--- src/rtl/mac_array_seq_if.sv ---
// mac_array_seq_if: control, imap read and psum stream signals of the
// 3x3 MAC array sequencer, seen from the controller (master) and sequencer (slave).
interface mac_array_seq_if #(
    parameter int DIM_W     = 6,
    parameter int CH_W      = 8,
    parameter int GRP_W     = 2,
    parameter int OUT_IDX_W = 2 * DIM_W
);
    logic [DIM_W-1:0]                  cfg_w;
    logic [DIM_W-1:0]                  cfg_h;
    logic [GRP_W-1:0]                  cfg_grp;
    logic [CH_W-1:0]                   cfg_och;
    logic                              start;
    logic                              abort;
    logic                              acc_rdy;
    logic                              busy;
    logic                              done;
    logic                              pipe_en;
    logic [9:0]                        pe_en;
    logic [GRP_W:0]                    weight_sel;
    logic                              imap_ren;
    logic [GRP_W+OUT_IDX_W-1:0]        imap_raddr;
    logic                              acc_vld;
    logic [CH_W+GRP_W+OUT_IDX_W-1:0]   acc_info;

    modport master (
        output cfg_w, cfg_h, cfg_grp, cfg_och, start, abort, acc_rdy,
        input  busy, done, pipe_en, pe_en, weight_sel,
        input  imap_ren, imap_raddr, acc_vld, acc_info
    );

    modport slave (
        input  cfg_w, cfg_h, cfg_grp, cfg_och, start, abort, acc_rdy,
        output busy, done, pipe_en, pe_en, weight_sel,
        output imap_ren, imap_raddr, acc_vld, acc_info
    );
endinterface

--- src/rtl/mac_array_seq.sv ---
// mac_array_seq: runtime-configurable sequencer for the 3x3 MAC array.
// Walks pixels, input groups and output channels with 1-pixel zero padding.
module mac_array_seq #(
    parameter int DIM_W     = 6,
    parameter int CH_W      = 8,
    parameter int GRP_W     = 2,
    parameter int PIPE_LAT  = 6,
    parameter int OUT_IDX_W = 2 * DIM_W
) (
    input  logic           clk,
    input  logic           rst,
    mac_array_seq_if.slave bus
);
    typedef enum logic [1:0] {IDLE, SETUP, CONV, DRAIN} state_e;

    state_e                 state_q, state_d;
    logic [DIM_W-1:0]       w_q, w_d, h_q, h_d;
    logic [GRP_W-1:0]       gmax_q, gmax_d;
    logic [CH_W-1:0]        omax_q, omax_d;
    logic [OUT_IDX_W-1:0]   pmax_q, pmax_d;
    logic [DIM_W:0]         setup_q, setup_d;
    logic [DIM_W-1:0]       col_q, col_d, row_q, row_d;
    logic [GRP_W-1:0]       grp_q, grp_d;
    logic [CH_W-1:0]        och_q, och_d;
    logic [OUT_IDX_W-1:0]   rpix_q, rpix_d;
    logic [OUT_IDX_W-1:0]   opix_q, opix_d;
    logic [GRP_W-1:0]       ogrp_q, ogrp_d;
    logic [CH_W-1:0]        ooch_q, ooch_d;
    logic [PIPE_LAT-1:0]    vld_q, vld_d;
    logic                   done_q, done_d;

    logic                   busy, pipe_en, imap_ren, acc_vld, acc_fire;
    logic                   col_last, row_last, grp_last, och_last;
    logic                   opix_last, ogrp_last, ooch_last;
    logic [8:0]             mask;
    logic [2*DIM_W+1:0]     area;

    assign busy     = (state_q != IDLE);
    assign pipe_en  = busy & bus.acc_rdy;
    assign imap_ren = pipe_en & ((state_q == SETUP) | (state_q == CONV));
    assign acc_vld  = vld_q[PIPE_LAT-1];
    assign acc_fire = acc_vld & bus.acc_rdy;

    assign col_last  = (col_q == w_q);
    assign row_last  = (row_q == h_q);
    assign grp_last  = (grp_q == gmax_q);
    assign och_last  = (och_q == omax_q);
    assign opix_last = (opix_q == pmax_q);
    assign ogrp_last = (ogrp_q == gmax_q);
    assign ooch_last = (ooch_q == omax_q);

    assign area = {{(DIM_W+1){1'b0}}, {1'b0, bus.cfg_h} + (DIM_W+1)'(1)}
                * {{(DIM_W+1){1'b0}}, {1'b0, bus.cfg_w} + (DIM_W+1)'(1)};

    // Bit 3*(2-kr)+(2-kc) is tap (kr,kc); edge rows/cols see padding zeros.
    always_comb begin
        mask = 9'h1FF;
        if (row_q == '0) mask[8:6] = 3'b000;
        if (row_last)    mask[2:0] = 3'b000;
        if (col_q == '0) begin
            mask[8] = 1'b0;
            mask[5] = 1'b0;
            mask[2] = 1'b0;
        end
        if (col_last) begin
            mask[6] = 1'b0;
            mask[3] = 1'b0;
            mask[0] = 1'b0;
        end
    end

    always_comb begin
        state_d = state_q;
        w_d     = w_q;
        h_d     = h_q;
        gmax_d  = gmax_q;
        omax_d  = omax_q;
        pmax_d  = pmax_q;
        setup_d = setup_q;
        col_d   = col_q;
        row_d   = row_q;
        grp_d   = grp_q;
        och_d   = och_q;
        rpix_d  = rpix_q;
        opix_d  = opix_q;
        ogrp_d  = ogrp_q;
        ooch_d  = ooch_q;
        vld_d   = vld_q;
        done_d  = 1'b0;
        unique case (state_q)
            IDLE: begin
                if (bus.start) begin
                    state_d = SETUP;
                    w_d     = bus.cfg_w;
                    h_d     = bus.cfg_h;
                    gmax_d  = bus.cfg_grp;
                    omax_d  = bus.cfg_och;
                    pmax_d  = OUT_IDX_W'(area - (2*DIM_W+2)'(1));
                end
            end
            SETUP: begin
                if (pipe_en) begin
                    if (setup_q == {1'b0, w_q} + (DIM_W+1)'(1)) begin
                        setup_d = '0;
                        state_d = CONV;
                    end else begin
                        setup_d = setup_q + (DIM_W+1)'(1);
                    end
                end
            end
            CONV: begin
                if (pipe_en) begin
                    col_d = col_last ? '0 : col_q + DIM_W'(1);
                    if (col_last) begin
                        row_d = row_last ? '0 : row_q + DIM_W'(1);
                        if (row_last) begin
                            grp_d = grp_last ? '0 : grp_q + GRP_W'(1);
                            if (grp_last) begin
                                och_d = och_last ? '0 : och_q + CH_W'(1);
                                if (och_last) state_d = DRAIN;
                            end
                        end
                    end
                end
            end
            DRAIN: ;
            default: state_d = IDLE;
        endcase

        if (imap_ren) rpix_d = (rpix_q == pmax_q) ? '0 : rpix_q + OUT_IDX_W'(1);
        if (pipe_en) vld_d = PIPE_LAT'({vld_q, state_q == CONV});

        // Output counters track the beats leaving the array, not the issue side.
        if (acc_fire) begin
            opix_d = opix_last ? '0 : opix_q + OUT_IDX_W'(1);
            if (opix_last) begin
                ogrp_d = ogrp_last ? '0 : ogrp_q + GRP_W'(1);
                if (ogrp_last) ooch_d = ooch_last ? '0 : ooch_q + CH_W'(1);
            end
            if (opix_last && ogrp_last && ooch_last && state_q == DRAIN) begin
                state_d = IDLE;
                done_d  = 1'b1;
                rpix_d  = '0;
            end
        end

        if (bus.abort) begin
            state_d = IDLE;
            setup_d = '0;
            col_d   = '0;
            row_d   = '0;
            grp_d   = '0;
            och_d   = '0;
            rpix_d  = '0;
            opix_d  = '0;
            ogrp_d  = '0;
            ooch_d  = '0;
            vld_d   = '0;
            done_d  = 1'b0;
        end
    end

    always_ff @(posedge clk) begin
        if (rst) begin
            state_q <= IDLE;
            w_q     <= '0;
            h_q     <= '0;
            gmax_q  <= '0;
            omax_q  <= '0;
            pmax_q  <= '0;
            setup_q <= '0;
            col_q   <= '0;
            row_q   <= '0;
            grp_q   <= '0;
            och_q   <= '0;
            rpix_q  <= '0;
            opix_q  <= '0;
            ogrp_q  <= '0;
            ooch_q  <= '0;
            vld_q   <= '0;
            done_q  <= 1'b0;
        end else begin
            state_q <= state_d;
            w_q     <= w_d;
            h_q     <= h_d;
            gmax_q  <= gmax_d;
            omax_q  <= omax_d;
            pmax_q  <= pmax_d;
            setup_q <= setup_d;
            col_q   <= col_d;
            row_q   <= row_d;
            grp_q   <= grp_d;
            och_q   <= och_d;
            rpix_q  <= rpix_d;
            opix_q  <= opix_d;
            ogrp_q  <= ogrp_d;
            ooch_q  <= ooch_d;
            vld_q   <= vld_d;
            done_q  <= done_d;
        end
    end

    assign bus.busy       = busy;
    assign bus.done       = done_q;
    assign bus.pipe_en    = pipe_en;
    assign bus.pe_en      = (state_q == CONV) ? {1'b1, mask} : 10'd0;
    assign bus.weight_sel = {och_q[0], grp_q};
    assign bus.imap_ren   = imap_ren;
    assign bus.imap_raddr = {grp_q, rpix_q};
    assign bus.acc_vld    = acc_vld;
    assign bus.acc_info   = {ooch_q, ogrp_q, opix_q};
endmodule
--- src/flat_wrapper.sv ---
// flat-port wrapper written by rule: the top's interface ports become plain ports
module mac_array_seq_flat 
#(
    parameter int DIM_W     = 6,
    parameter int CH_W      = 8,
    parameter int GRP_W     = 2,
    parameter int PIPE_LAT  = 6,
    parameter int OUT_IDX_W = 2 * DIM_W
)
  (clk, rst, bus_cfg_w, bus_cfg_h, bus_cfg_grp, bus_cfg_och, bus_start, bus_abort, bus_acc_rdy, bus_busy, bus_done, bus_pipe_en, bus_pe_en, bus_weight_sel, bus_imap_ren, bus_imap_raddr, bus_acc_vld, bus_acc_info);
  mac_array_seq_if #(.DIM_W(DIM_W), .CH_W(CH_W), .GRP_W(GRP_W), .OUT_IDX_W(OUT_IDX_W)) bus_i ();
  input  logic clk;
  input  logic rst;
  input wire logic [$bits(bus_i.cfg_w)-1:0] bus_cfg_w;
  input wire logic [$bits(bus_i.cfg_h)-1:0] bus_cfg_h;
  input wire logic [$bits(bus_i.cfg_grp)-1:0] bus_cfg_grp;
  input wire logic [$bits(bus_i.cfg_och)-1:0] bus_cfg_och;
  input wire logic [$bits(bus_i.start)-1:0] bus_start;
  input wire logic [$bits(bus_i.abort)-1:0] bus_abort;
  input wire logic [$bits(bus_i.acc_rdy)-1:0] bus_acc_rdy;
  output wire logic [$bits(bus_i.busy)-1:0] bus_busy;
  output wire logic [$bits(bus_i.done)-1:0] bus_done;
  output wire logic [$bits(bus_i.pipe_en)-1:0] bus_pipe_en;
  output wire logic [$bits(bus_i.pe_en)-1:0] bus_pe_en;
  output wire logic [$bits(bus_i.weight_sel)-1:0] bus_weight_sel;
  output wire logic [$bits(bus_i.imap_ren)-1:0] bus_imap_ren;
  output wire logic [$bits(bus_i.imap_raddr)-1:0] bus_imap_raddr;
  output wire logic [$bits(bus_i.acc_vld)-1:0] bus_acc_vld;
  output wire logic [$bits(bus_i.acc_info)-1:0] bus_acc_info;
  assign bus_i.cfg_w = bus_cfg_w;
  assign bus_i.cfg_h = bus_cfg_h;
  assign bus_i.cfg_grp = bus_cfg_grp;
  assign bus_i.cfg_och = bus_cfg_och;
  assign bus_i.start = bus_start;
  assign bus_i.abort = bus_abort;
  assign bus_i.acc_rdy = bus_acc_rdy;
  assign bus_busy = bus_i.busy;
  assign bus_done = bus_i.done;
  assign bus_pipe_en = bus_i.pipe_en;
  assign bus_pe_en = bus_i.pe_en;
  assign bus_weight_sel = bus_i.weight_sel;
  assign bus_imap_ren = bus_i.imap_ren;
  assign bus_imap_raddr = bus_i.imap_raddr;
  assign bus_acc_vld = bus_i.acc_vld;
  assign bus_acc_info = bus_i.acc_info;
  mac_array_seq #(.DIM_W(DIM_W), .CH_W(CH_W), .GRP_W(GRP_W), .PIPE_LAT(PIPE_LAT), .OUT_IDX_W(OUT_IDX_W)) u_core (.clk(clk), .rst(rst), .bus(bus_i));
endmodule
--- config.mk ---
export PLATFORM = sky130hd
export DESIGN_NAME = mac_array_seq_flat
export DESIGN_NICKNAME = d
export VERILOG_FILES = /design/src/rtl/mac_array_seq_if.sv /design/src/rtl/mac_array_seq.sv /design/src/flat_wrapper.sv
export SDC_FILE = /design/constraint.sdc
export NUM_CORES = 1
export LEC_CHECK = 0
export BUFFER_PORTS_ARGS = -buffer_cell sky130_fd_sc_hd__buf_2
export CAP_MARGIN = 5
export CORE_AREA = 4 4 120 122
export CTS_CLUSTER_SIZE = 10
export DETAILED_ROUTE_END_ITERATION = 10
export DIE_AREA = 0 0 124 126
export GPL_TIMING_DRIVEN = 0
export MAX_ROUTING_LAYER = met4
export PLACE_DENSITY = 0.81
export SYNTH_ARGS = -nofsm -noshare
export SYNTH_HDL_FRONTEND = slang
export SYNTH_SLANG_ARGS = --single-unit
--- constraint.sdc ---
create_clock -name clk -period 5 [get_ports clk]
set_clock_uncertainty 0.1 [all_clocks]
set_input_delay 1 -clock clk [delete_from_list [all_inputs] [get_ports clk]]
set_output_delay 1 -clock clk [all_outputs]
set_load 0.005 [all_outputs]
* After elaboration in Yosys (flattened, before gate mapping) *
Cells that the tools add are included.

storage, ports and cells
  flip-flop bits (word level) = 106
  output and inout port bits = 54
  word-level logic and storage cells = 98

operators by class
  add/sub/neg operators = 13
  $mul = 1
  equal/unequal tests = 12
  multiplexer cells = 33
  bitwise logic cells = 5
  reductions and logical operators = 17

operators by type and width
  operator               number
  $mux 12                5
  $add 12x1->12 const B  2
  $eq 12x12->1           2
  $mux 2                 12
  $add 6x1->7 const B    3
  $add 8x1->8 const B    2
  $eq 8x8->1             2
  $mux 8                 2
  $add 6x1->6 const B    2
  $eq 6x6->1             2
  $logic_not 6->1        2
  $mul 7x7->12           1
  $mux 6                 2
  $sub 12x1->12 const B  1
  $mux 10                1
  $reduce_and 2->1       4
  $add 7x1->7 const B    1
  $eq 7x7->1             1
  $mux 1                 7
  $mux 7                 1
  $mux 3                 2
  $pmux 2 s3             1
  $reduce_and 3->1       2
  $reduce_and 5->1       1
  other kinds (13)       20

* Logic depth before layout (Yosys ltp) *
  depth after elaboration = 9
  gate-level depth with buffers = 19
  depth with buffers taken out = 19

* Worst setup path after synthesis *
OpenSTA, ideal clock, no wires.

  kind = input port to flip-flop
  from = input port bus_cfg_w[0]
  to = register u_core.pmax_q[11]
  library setup time = 62 ps
  arrival time = 5214 ps
  data required time = 4838 ps
  path slack = -376 ps
  stages = 17
  path through = clkbuf_1 nand3_1 xor2_1 nor2_1 fa_1 fa_1 fa_1 inv_1 fa_1 inv_1 ha_1 nand2_1 o21ai_0 o21ai_0 o21a_1 or4_1 nand3_1

between the ends
  word-level cells in the longest chain between the ends = 3

RTL lines
  what                  RTL line              RTL
  start, declared       flat_wrapper.sv:14    input wire logic [$bits(bus_i.cfg_w)-1:0] bus_cfg_w;
  $add 6x1->7           mac_array_seq.sv:53   * {{(DIM_W+1){1'b0}}, {1'b0, bus.cfg_w} + (DIM_W+1)'(1)};
  $mul 7x7->12          mac_array_seq.sv:53
  $sub 12x1->12         mac_array_seq.sv:98   pmax_d = OUT_IDX_W'(area - (2*DIM_W+2)'(1));
  end signal, assigned  mac_array_seq.sv:188  pmax_q <= pmax_d;
  end, declared         mac_array_seq.sv:20   logic [OUT_IDX_W-1:0] pmax_q, pmax_d;

Every way passes these cells.
A chain may end at the register's enable or synchronous reset.

* Worst setup path in the final report *
  from = input port bus_cfg_w[1]
  to = register u_core.pmax_q[11]

Same word-level chain as after synthesis.

==> results.yml <==
global_routing:
  grt_start_max_net_pins: 20
  use_met2: 0.327
  grt_antenna_before_repair: 0
  grt_pass1_wl_um: 26300
  grt_use_met3: 0.0368
  grt_pass1_vias: 5608
  gr-total-overflow: 0
  grt-busiest-layer: "met2"
  gr-usage-all-layers: 0.213
  gr-usage-met1: 0.292
sta:
  drv_slew: 0
  fin_crit_ns: 4.92
  hold_violations: 0
  setup_violations: 0
  rsz0062_at_grt: "true"
  finalCritPeriodShare: 0.985
  worst_pin_slew_ns: 0.898
  clock.fmax_mhz: 203
  maxSlewHeadroom: 0.396
yosys:
  synth.ff_latch_count: 106
  yosysUniqueCellTypes: 58
  synthCells: 874
  async_reset_ff_frac: 0
  syn-num-nets: 972
  yosysSeqAreaShare: 0.299
  synth_edf_count: 0
  dominantRegCellSynth: "dfxtp_1"
  synth_area_um2: 7100
  yosysWarnings: 0
  syn_avg_cell_area_um2: 8.12
power_and_ir_drop:
  power.share.sequential: 0.333
  switching_power_w: 0.000986
  combPwrFrac: 0.405
  clkPwrFrac: 0.262
  p_per_area_nw_per_um2: 331
  fin_total_pwr_w: 0.00279
  irDropWorstVdd_uv: 193
  internal-power_w: 0.00181
  leakagePower_nw: 3.70
  swShare: 0.353
clock_network:
  clock_latency_ns: 0.36
  cts_sinks: 106
  clk_path_buf_depth: 2
  clkTransAtPathRegs_ns: 0.08
  clockRootBuffer: "clkbuf_16"
  h-tree-depth: 3
  cts_tree: "yes"
  numCtsBuffers: 9
floorplan:
  dieArea_um2: 15600
  dieWidth_um: 124
  core_area_um2: 13200
  die_h_um: 126
  io-pin-count: 81
  rows: 42
  start_util: 0.538
drt:
  drt_wl_total_um: 16100
  viasPerCell: 5.32
  drtIter0Drc: 277
  num_vias: 6147
  drt_first_pass_iters: 5
  ant_nets: 0
  drc: 0
  post_drt_wl_per_cell_um: 13.9
min_path:
  hold_depth: 2
  min_path_type: "flop to flop"
flow_run:
  maxCapViolCount: 0
finish:
  n_fill_cell: 1076
  final_nets: 1073
  syn2layout_area_growth_pct: 18.9
  num_antenna_cells: 0
  drive_gt1_frac: 0.174
  final_cells: 1156
worst_setup_path:
  critPathMaxFanout: 5
  max_stage_delay_ns: 0.54
  cp_slowest_cell: "fa_1"
  r2r_cells: 12
  arrival_ns: 5.12
  worstSetupPathType: "primary input to flop"
  crit_top_cell: "fa_1"
  crit_chain: "buf_4 > ha_4 > nand3_4 > xor2_4 > buf_6 > nor2_2 > fa_1 > fa_1 > fa_1 > inv_1 > fa_1 > inv_2 > ha_4 > nand2_1 > o21ai_1 > o21ai_1 > o21a_1 > or4_1 > nand3_1"
  required_ns: 5.20
  critPathLaunchType: "primary input"
  cp-end-kind: "flop"
placed_design:
  dp_hpwl_um: 12500
  place_inst: 1129
  place.gp.congestion: 0.881
  io_buffers: 79
outcome:
  status: "complete, no violations"
==> cell usage in the layout (no fill, tap or decap), types with 5 or more instances in the layout <==
master,count
nand3_1,25
nor3_1,12
fa_1,27
and2_1,5
clkbuf_16,9
and3_1,11
nand3b_1,8
a21oi_1,59
dfxtp_1,106
o211ai_1,5
inv_1,70
nand2_1,111
ha_4,6
nor4_1,14
xor2_1,69
buf_4,17
or3_1,12
buf_2,76
nor2_1,102
clkbuf_1,19
xnor2_1,43
nand2b_1,6
nand4_1,16
inv_6,5
o21ai_0,19
nor2b_1,7
ha_1,36
==> logic make-up (layout without fill, tap and decap cells) <==
| kind of cell | after synthesis | in the layout | synth area share |
|---|---|---|---|
| AOI/OAI and AO/OA | 109 | 109 | 0.0890 |
| xor gates and xnor gates | 119 | 119 | 0.149 |
| adders and majority gates | 71 | 71 | 0.156 |
| buffers and inverters | 103 | 209 | 0.0594 |
| DFF | 106 | 106 | 0.299 |
| muxes | 3 | 3 | 0.00423 |
| and+or+nand+nor | 363 | 363 | 0.244 |
==> Yosys cell counts (4+ instances only) <==
| cell type | instances | area share |
|---|---|---|
| a21oi_1 | 59 | 0.042 |
| and2_1 | 5 | 0.0044 |
| and3_1 | 11 | 0.0097 |
| buf_4 | 4 | 0.0042 |
| clkbuf_1 | 21 | 0.011 |
| dfxtp_1 | 106 | 0.30 |
| fa_1 | 29 | 0.082 |
| ha_1 | 42 | 0.074 |
| inv_1 | 72 | 0.038 |
| nand2_1 | 113 | 0.060 |
| nand2b_1 | 6 | 0.0053 |
| nand3_1 | 31 | 0.022 |
| nand3b_1 | 8 | 0.0085 |
| nand4_1 | 16 | 0.014 |
| nor2_1 | 108 | 0.057 |
| nor2b_1 | 8 | 0.0071 |
| nor3_1 | 13 | 0.0092 |
| nor4_1 | 14 | 0.012 |
| o211ai_1 | 5 | 0.0053 |
| o21a_1 | 4 | 0.0042 |
| o21ai_0 | 23 | 0.016 |
| or3_1 | 12 | 0.011 |
| xnor2_1 | 45 | 0.056 |
| xor2_1 | 73 | 0.090 |
==> registers in the layout, summed over array words and instances, names as in the netlist <==
register	count
u_core.gmax_q	2
u_core.omax_q	8
u_core.w_q	6
u_core.state_q	2
u_core.h_q	6
u_core.setup_q	7
u_core.row_q	6
u_core.opix_q	12
u_core.pmax_q	12
u_core.och_q	8
u_core.ogrp_q	2
u_core.col_q	6
u_core.ooch_q	8
u_core.bus.done	1
u_core.rpix_q	12
u_core.vld_q	6
u_core.grp_q	2
==> power by group through the flow <==
stage	Sequential (W)	Combinational (W)	Clock, W
finish	0.000930	0.00113	0.000733
global route	0.000935	0.00128	0.000785
CTS	0.000929	0.00108	0.000745
detailed placement	0.000949	0.00106	0
global placement	0.000947	0.00103	0
floorplan	0.000934	0.000849	0
==> routing by layer <==
layer,up-vias,routed length [µm]
li1,3079,-
met1,2907,7490
met2,147,7540
met3,14,865
met4,0,174
met5,-,0
==> cell type report <==
cell class | instances | area [µm²] | area share
Clock inverter | 7 | 81.3 | 0.00963
Multi-Input combinational cell | 665 | 4850 | 0.575
Buffer | 29 | 163 | 0.0193
Inverter | 74 | 283 | 0.0335
Timing Repair Buffer | 90 | 494 | 0.0585
Tap cell | 176 | 220 | 0.0261
Clock buffer | 9 | 225 | 0.0267
Sequential cell | 106 | 2120 | 0.251
==> timing repair <==
| item | CTS | global route |
|---|---|---|
| pin swaps | 4 | 11 |
| hold buffers | 0 | 0 |
| gates resized for setup | 9 | 25 |
| buffers inserted | 2 | 9 |
| endpoints found under the setup margin | 2 | 4 |
==> worst max-delay path: cells and delay by family <==
kind | cells | cell delay (ns)
buffers and inverters | 4 | 0.35
AO/OA/AOI/OAI | 3 | 0.43
XOR/XNOR | 1 | 0.21
AND/OR/NAND/NOR | 5 | 0.75
adder cells (fa/ha/maj) | 6 | 2.38
==> path summary, 6_finish.rpt <==
path	startpoint	end	slack, ns
max reg2reg	u_core.state_q[0]	u_core.och_q[0]	2.11
min reg2reg	u_core.vld_q[1]	u_core.vld_q[2]	0.36
min	u_core.vld_q[1]	u_core.vld_q[2]	0.36
max	bus_cfg_w[1]	u_core.pmax_q[11]	0.08
==> through the flow <==
step	utilization	TNS [ns]	instance area, µm²	setup slack, ns	hold WS [ns]
after CTS	0.628	0	8280	0.0266	0.355
after global routing	0.640	-0.0837	8440	-0.0809	0.367
final	0.640	0	8440	0.0752	0.355
after floorplan	-	0	7270	0.00361	0.332
after detailed placement	0.598	-1.87	7890	-0.480	0.346
after global placement	0.598	-1.52	7890	-0.439	0.336
Note: power is estimated with default switching activity, not from simulation.
